### src/rtl/traffic_pkg.sv
`default_nettype none
// ============================================================================
// Module   : traffic_pkg
// Purpose  : Shared FSM encoding, light encodings and timing defaults for the
//            intersection controller and its vehicle request generator.
// Revision : 1.0 - initial release
// ============================================================================
package traffic_pkg;

  typedef enum logic [1:0] {
    ST_IDLE    = 2'd0,
    ST_REQUEST = 2'd1,
    ST_SERVED  = 2'd2,
    ST_FAULT   = 2'd3
  } req_state_t;

  // One-hot {grn, ylw, red} as driven by the light controller
  localparam logic [2:0] LIGHT_GRN = 3'b100;
  localparam logic [2:0] LIGHT_YLW = 3'b010;
  localparam logic [2:0] LIGHT_RED = 3'b001;

  localparam int DEF_DEB_CYCLES   = 50;
  localparam int DEF_STUCK_CYCLES = 60000;
  localparam int DEF_CNT_W        = 16;

endpackage
`default_nettype wire

### src/rtl/loop_debounce.sv
`default_nettype none
// ============================================================================
// Module   : loop_debounce
// Purpose  : Synchronizes the raw loop detector, debounces it and flags a loop
//            that stays occupied for too long.
// Revision : 1.0 - initial release
// ============================================================================
module loop_debounce
  import traffic_pkg::*;
#(
  parameter int DEB_CYCLES   = DEF_DEB_CYCLES,
  parameter int STUCK_CYCLES = DEF_STUCK_CYCLES
) (
  input  logic clk,
  input  logic rst,
  input  logic loop_raw,
  output logic loop_db,
  output logic stuck_det
);

  localparam int DEB_W = $clog2(DEB_CYCLES + 1);
  localparam int STK_W = $clog2(STUCK_CYCLES + 1);
  localparam logic [DEB_W-1:0] DEB_LAST = DEB_W'(DEB_CYCLES - 1);
  localparam logic [STK_W-1:0] STK_MAX  = STK_W'(STUCK_CYCLES);

  logic             sync_q1;
  logic             loop_s;
  logic [DEB_W-1:0] deb_cnt;
  logic [STK_W-1:0] stk_cnt;

  always_ff @(posedge clk or posedge rst) begin
    if (rst) begin
      sync_q1 <= 1'b0;
      loop_s  <= 1'b0;
      loop_db <= 1'b0;
      deb_cnt <= '0;
      stk_cnt <= '0;
    end else begin
      sync_q1 <= loop_raw;
      loop_s  <= sync_q1;

      // Any sample agreeing with the current level restarts the stability count
      if (loop_s != loop_db) begin
        if (deb_cnt == DEB_LAST) begin
          loop_db <= loop_s;
          deb_cnt <= '0;
        end else begin
          deb_cnt <= deb_cnt + 1'b1;
        end
      end else begin
        deb_cnt <= '0;
      end

      if (!loop_s) begin
        stk_cnt <= '0;
      end else if (stk_cnt != STK_MAX) begin
        stk_cnt <= stk_cnt + 1'b1;
      end
    end
  end

  assign stuck_det = (stk_cnt >= STK_MAX);

endmodule
`default_nettype wire

### src/rtl/car_request_gen.sv
`default_nettype none
// ============================================================================
// Module   : car_request_gen
// Purpose  : Raises and latches the side-road car request until the light
//            controller acknowledges it; reports wait time and loop faults.
// Revision : 1.0 - initial release
// ============================================================================
module car_request_gen
  import traffic_pkg::*;
#(
  parameter int DEB_CYCLES   = DEF_DEB_CYCLES,
  parameter int STUCK_CYCLES = DEF_STUCK_CYCLES,
  parameter int CNT_W        = DEF_CNT_W
) (
  input  logic             clk,
  input  logic             rst,
  input  logic             loop_raw,
  input  logic             grn,
  input  logic             ylw,
  input  logic             red,
  output logic             car,
  output logic             served,
  output logic [CNT_W-1:0] wait_cnt,
  output logic             stuck
);

  logic             loop_db;
  logic             stuck_det;
  logic [2:0]       lights;
  logic             green_ok;
  logic             ack;
  req_state_t       state;
  req_state_t       state_nx;
  logic [CNT_W-1:0] wait_nx;

  loop_debounce #(
    .DEB_CYCLES  (DEB_CYCLES),
    .STUCK_CYCLES(STUCK_CYCLES)
  ) u_deb (
    .clk      (clk),
    .rst      (rst),
    .loop_raw (loop_raw),
    .loop_db  (loop_db),
    .stuck_det(stuck_det)
  );

  // Illegal light combinations never count as green
  assign lights   = {grn, ylw, red};
  assign green_ok = (lights == LIGHT_GRN);
  assign ack      = |(lights & (LIGHT_YLW | LIGHT_RED));

  always_comb begin
    state_nx = state;
    wait_nx  = wait_cnt;
    if (state == ST_REQUEST && wait_cnt != '1) begin
      wait_nx = wait_cnt + 1'b1;
    end
    if (stuck_det) begin
      state_nx = ST_FAULT;
    end else begin
      case (state)
        ST_IDLE: begin
          if (loop_db) begin
            state_nx = ST_REQUEST;
            wait_nx  = '0;
          end
        end
        ST_REQUEST: if (ack)                  state_nx = ST_SERVED;
        ST_SERVED:  if (green_ok && !loop_db) state_nx = ST_IDLE;
        ST_FAULT:   if (!loop_db)             state_nx = ST_IDLE;
        default:                              state_nx = ST_IDLE;
      endcase
    end
  end

  // Outputs are registered from the next state so they change with it
  always_ff @(posedge clk or posedge rst) begin
    if (rst) begin
      state    <= ST_IDLE;
      wait_cnt <= '0;
      car      <= 1'b0;
      served   <= 1'b0;
      stuck    <= 1'b0;
    end else begin
      state    <= state_nx;
      wait_cnt <= wait_nx;
      car      <= (state_nx == ST_REQUEST);
      served   <= (state == ST_REQUEST) && (state_nx == ST_SERVED);
      stuck    <= (state_nx == ST_FAULT);
    end
  end

endmodule
`default_nettype wire

### config.mk
export PLATFORM = sky130hd
export DESIGN_NAME = car_request_gen
export DESIGN_NICKNAME = d
export VERILOG_FILES = /design/src/rtl/traffic_pkg.sv /design/src/rtl/loop_debounce.sv /design/src/rtl/car_request_gen.sv
export SDC_FILE = /design/constraint.sdc
export NUM_CORES = 1
export LEC_CHECK = 0
export ABC_AREA = 1
export BUFFER_PORTS_ARGS = -buffer_cell sky130_fd_sc_hd__buf_2
export CAP_MARGIN = 10
export CORE_ASPECT_RATIO = 0.8
export CORE_MARGIN = 10
export CORE_UTILIZATION = 39
export DETAILED_ROUTE_END_ITERATION = 8
export GPL_TIMING_DRIVEN = 1
export HOLD_SLACK_MARGIN = 0.1
export PLACE_DENSITY = 0.63
export SETUP_SLACK_MARGIN = 0.4
export SLEW_MARGIN = 20
export SYNTH_ARGS = -nofsm -noshare
export SYNTH_HDL_FRONTEND = slang
export SYNTH_SLANG_ARGS = --single-unit
export TNS_END_PERCENT = 1
### constraint.sdc
create_clock -name clk -period 2.27 [get_ports clk]
set_input_delay 0.227 -clock clk [delete_from_list [all_inputs] [get_ports clk]]
set_output_delay 0.227 -clock clk [all_outputs]
set_load 0.02 [all_outputs]
# Yosys cells after proc, flatten, opt, wreduce, memory -nomap -nowiden
# Cells that the tools add are included.
# totals
reg_bits,46
input_bits,6
output_inout_bits,19
wordCells,47
# classes
addsub,3
magnitude_cmp,1
n_eq_ne,12
n_mux,14
reduce_logical,7
# ops
operator,count
2-to-1 mux 16 bit,6
adder 16 x 1 -> 16 bit (second input constant),2
inequality test 16 bit (second input constant),2
greater-or-equal comparator 16 bit (second input constant),1
2-to-1 mux 6 bit,2
2-to-1 mux 2 bit,5
equality test 2 bit (second input constant),4
case mux 2 bit (4 select lines),1
adder 6 x 1 -> 6 bit (second input constant),1
equality test 6 bit (second input constant),1
equality test 2 x 1 -> 1 bit (second input constant),2
equality test 3 bit (second input constant),1
logical AND 1 bit,3
zero test 2 bit,1
inequality test 2 bit (second input constant),1
AND reduction 2 bit,1
OR reduction 2 bit,1
zero test 1 bit,1
inequality test 1 bit,1

# Longest topological paths before layout
# logic_depth
ltp_word,7
depth_mapped,11
mapped_depth_nobuf,10

# Hierarchy
# Synthesis repeated with hierarchy kept, for this count alone.
# unflattened
hier_cells,375
hier_area_um2,2676.3
# modules_own_cells
module,instances,cells_per_inst,area_per_inst_um2,seq_area_each_um2
loop_debounce,1,184,1370.1,625.6
car_request_gen,1,191,1306.3,525.5

# Least setup slack after synthesis
# OpenSTA, ideal clock, no wires.
# synth_path
path_type,flip-flop to flip-flop
start,register wait_cnt[0]
end,register wait_cnt[5]
setup_ps,120
arrival_ps,1482
required_ps,2150
setup_slack_ps,669
path_stages_with_launch,10
n_path_buf,1
period_less_slack_ps,1601
cell_sequence,dfrtp_1 > ha_1 > inv_1 > nor2_4 > nand2_2 > nor2_2 > nor2_2 > buf_6 > a21oi_1 > nor2_1
# synth_via
elab_chain_cells,6
elab_cells_between_ends,7
cone_classes,1 x add/sub; 1 x eq/ne; 4 x mux; 1 x reduce/logical
# synth_rtl
item,line,rtl
start: declaration,car_request_gen.sv:23,"output logic [CNT_W-1:0] wait_cnt,"
start signal: assignment,car_request_gen.sv:86,wait_cnt <= wait_nx;
branches (longest 2 deep; another with adder 16 x 1 -> 16 bit),-,
2-to-1 mux 16 bit *,car_request_gen.sv:55,if (state == ST_REQUEST && wait_cnt != '1) begin
2-to-1 mux 16 bit,car_request_gen.sv:63,if (loop_db) begin
2-to-1 mux 16 bit,car_request_gen.sv:61,case (state)
2-to-1 mux 16 bit *,car_request_gen.sv:58,if (stuck_det) begin
net wait_nx[5],car_request_gen.sv:34,logic [CNT_W-1:0] wait_nx;
# Mark *: on every way through the listed nets, which the timed path passes.
# A chain may end at the register's enable or synchronous reset.

# Final worst setup path
# layout_path
start,register wait_cnt[0]
end,register wait_cnt[8]
# The elaborated chain is that of the path after synthesis.

==> results.py <==
metrics = {
    "routing": {
        "drt_iter0_markers": 110,
        "drtAntennaViolNets": 0,
        "drc": 0,
        "num_vias": 2220,
        "firstDrtPassIters": 4,
        "wire_per_inst_um": 11.7,
        "post_drt_via_cell_ratio": 4.75,
        "routed_wl_um": 5450,
    },
    "setup_path": {
        "cp_max_fo": 18,
        "worstPathArrival_ns": 1.90,
        "timing.rr.end": "wait_cnt[8]$_DFF_PP0_",
        "reg2reg_depth": 11,
        "r2r-start": "wait_cnt[0]$_DFF_PP0_",
        "crit_chain": "ha_2 > inv_1 > nor2_4 > nand2_2 > nor2_2 > nor2_2 > buf_4 > nand2_2 > nand2_1 > inv_1 > nor2_1",
        "reg2reg_setup_slack_ns": 0.61,
        "critPathCaptureType": "flip-flop",
        "critical_path_class": "reg2reg",
        "critical_path.slowest_cell": "dfrtp_2",
        "critPathRequiredTime_ns": 2.50,
        "critPathMaxStageDelay_ns": 0.44,
        "critPathLaunchType": "flip-flop",
    },
    "timing": {
        "finClkSkew_ns": 0.0162,
        "rsz0062_at_grt": "no",
        "fmax_ghz": 0.602,
        "tns_ns": 0,
        "whs_ns": 0.361,
        "setup_violations": 0,
        "slew_headroom": 0.603,
        "worstMarginPinSlew_ns": 0.596,
        "finalCritPeriodShare": 0.732,
        "drv_slew": 0,
        "finalHoldViolations": 0,
        "fin_crit_ns": 1.66,
    },
    "yosys": {
        "synthesis.nets": 361,
        "ys_ff_latch": 46,
        "ys_warn_count": 0,
        "syn_inst": 350,
        "synth_area_um2": 2550,
        "avgSynthCellArea_um2": 7.30,
        "synth_seq_area_share": 0.451,
        "synth_cell_type_count": 28,
    },
    "hold_path": {
        "hp-start": "u_deb.sync_q1$_DFF_PP0_",
        "hold_path_depth": 0,
        "min_to": "u_deb.loop_s$_DFF_PP0_",
        "hp-class": "reg2reg",
    },
    "clock_tree": {
        "clkTransAtPathRegs_ns": 0.10,
        "cts_tree": "done",
        "clock-sinks": 46,
        "clock_latency_ns": 0.31,
        "cts_buffers": 5,
        "cts_max_level": 2,
        "cts_root_buf": "clkbuf_8",
        "clock_path_buffers": 2,
    },
    "cells_and_area": {
        "antenna_cells": 0,
        "final_cell_mix": "88 x nand2_1, 62 x nor2_1, 50 x inv_1, 45 x dfrtp_1, 28 x nand3_1",
        "final_layout_size_suffix_gt1_frac": 0.131,
        "layout_commonest_cell": "nand2_1",
        "synthToLayoutAreaGrowth_pct": 12.7,
        "nets": 394,
    },
    "flow_run": {
        "drv_cap": 0,
    },
    "pwr": {
        "power_density_nw_per_um2": 483,
        "peakVddDrop_uv": 228,
        "power_leakage_nw": 1.45,
    },
    "global_routing": {
        "grt_max_degree": 47,
        "grt_pass1_vias": 1986,
        "grt_first_pass_wirelength_um": 9530,
        "grt_usage": 0.109,
        "gr-total-overflow": 0,
        "antenna_found_initial": 0,
    },
    "placed_design": {
        "place_hpwl_um": 4020,
        "gp_congestion": 0.801,
        "portBuffers": 24,
    },
    "run_status": {
        "status": "complete, no violations",
    },
    "floorplanning": {
        "start_util": 0.401,
        "die_h_um": 92.4,
        "die_w_um": 110,
        "io_pins": 25,
        "die_area_um2": 10200,
        "core_area_um2": 6380,
        "rows": 26,
    },
}
kinds of logic (layout without fill, tap and decap cells):
kind of cell,after synthesis,count (layout),share of synthesized area
and+or+nand+nor,207,207,0.349
buffers and inverters,56,89,0.0896
adders and majority gates,5,5,0.0245
AOI/OAI and AO/OA,28,28,0.0593
DFF,46,46,0.451
xor gates and xnor gates,8,8,0.0274
critical path, delay by kind of cell (launching register included):
kind | cells | cell delay [ns]
buffers and inverters | 3 | 0.36
AND/OR/NAND/NOR | 7 | 0.57
adder cells (fa/ha/maj) | 1 | 0.22
flip-flops | 1 | 0.44
where the power goes:
part	leakage [nW]	total [mW]	internal (mW)	switching [mW]
Clock	0.0373	0.493	0.212	0.281
Sequential	0.631	0.841	0.829	0.0125
Combinational	0.782	0.0558	0.0205	0.0354
Total	1.45	1.39	1.06	0.329
through the flow:
stage               utilization  std cells  setup slack (ns)  total power, mW  area [µm²]
detailed placement        0.433        456             0.561            0.913        2760
finish                    0.452        467             0.608             1.39        2880
global placement          0.433        456             0.586            0.912        2760
floorplan                     -        350             0.669            0.893        2550
CTS                       0.449        465             0.538             1.40        2860
global route              0.452        467             0.449             1.45        2880
metal layers:
metal / wire length [µm] / global-route usage / share of wire / vias up
met1: 2770 / 0.153 / 0.51 / 1007
li1: - / - / - / 1159
met3: 275 / 0.0284 / 0.050 / 6
met5: 0 / 0 / 0 / -
met2: 2340 / 0.158 / 0.43 / 48
met4: 63 / 0.0325 / 0.012 / 0
cells in the mapped netlist:
cell / n / area, µm²
inv_2: 1 / 3.75
o22ai_1: 1 / 6.26
o211ai_1: 1 / 7.51
nand3_1: 28 / 140
ha_1: 5 / 62.6
xor2_1: 7 / 61.3
nor4_1: 1 / 6.26
clkbuf_1: 1 / 3.75
o21a_1: 3 / 22.5
a21oi_1: 15 / 75.1
nor2_2: 6 / 37.5
or2_2: 1 / 6.26
o21ai_1: 1 / 5.00
buf_6: 2 / 22.5
xnor2_1: 1 / 8.76
o21ai_0: 7 / 35.0
nand4_2: 1 / 12.5
buf_4: 1 / 7.51
dfrtp_1: 46 / 1150
nand2_2: 3 / 18.8
nor2_1: 62 / 233
nor3_1: 6 / 30.0
nor2_4: 1 / 11.3
inv_1: 51 / 191
nand4_1: 8 / 50.1
nand3b_1: 1 / 7.51
nand2_1: 88 / 330
nor3b_1: 1 / 7.51
how the worst max path moves through the flow:
stage / from / end / slack (ns) / cells past startpoint
2_1_floorplan: wait_cnt[0]$_DFF_PP0_ / wait_cnt[5]$_DFF_PP0_ / 0.67 / 9
4_1_cts: wait_cnt[0]$_DFF_PP0_ / wait_cnt[6]$_DFF_PP0_ / 0.54 / 10
3_5_place_dp: wait_cnt[0]$_DFF_PP0_ / wait_cnt[8]$_DFF_PP0_ / 0.56 / 10
3_3_place_gp: wait_cnt[0]$_DFF_PP0_ / wait_cnt[8]$_DFF_PP0_ / 0.59 / 11
5_1_grt: wait_cnt[1]$_DFF_PP0_ / wait_cnt[4]$_DFF_PP0_ / 0.45 / 11
6_report: wait_cnt[0]$_DFF_PP0_ / wait_cnt[8]$_DFF_PP0_ / 0.61 / 11
cell type report:
class	instances	area, µm²
Multi-Input combinational cell	248	1180
Clock buffer	6	72.6
Inverter	52	195
Clock inverter	1	7.51
Timing Repair Buffer	30	170
Fill cell	665	3500
Tap cell	84	105
Sequential cell	46	1150
sequential cells by signal, summed over array words and instances (netlist names), 2 cells and up:
register,cells
u_deb.deb_cnt,6
u_deb.stk_cnt,16
state,2
wait_cnt,16
repair_timing:
action	4_1_cts	5_1_grt
setup endpoints to repair	0	6
hold buffers	2	0
setup buffers	0	2
hold endpoints to repair	24	0
gates resized for setup	0	2
No activity file was read; power rests on OpenSTA's default activity.
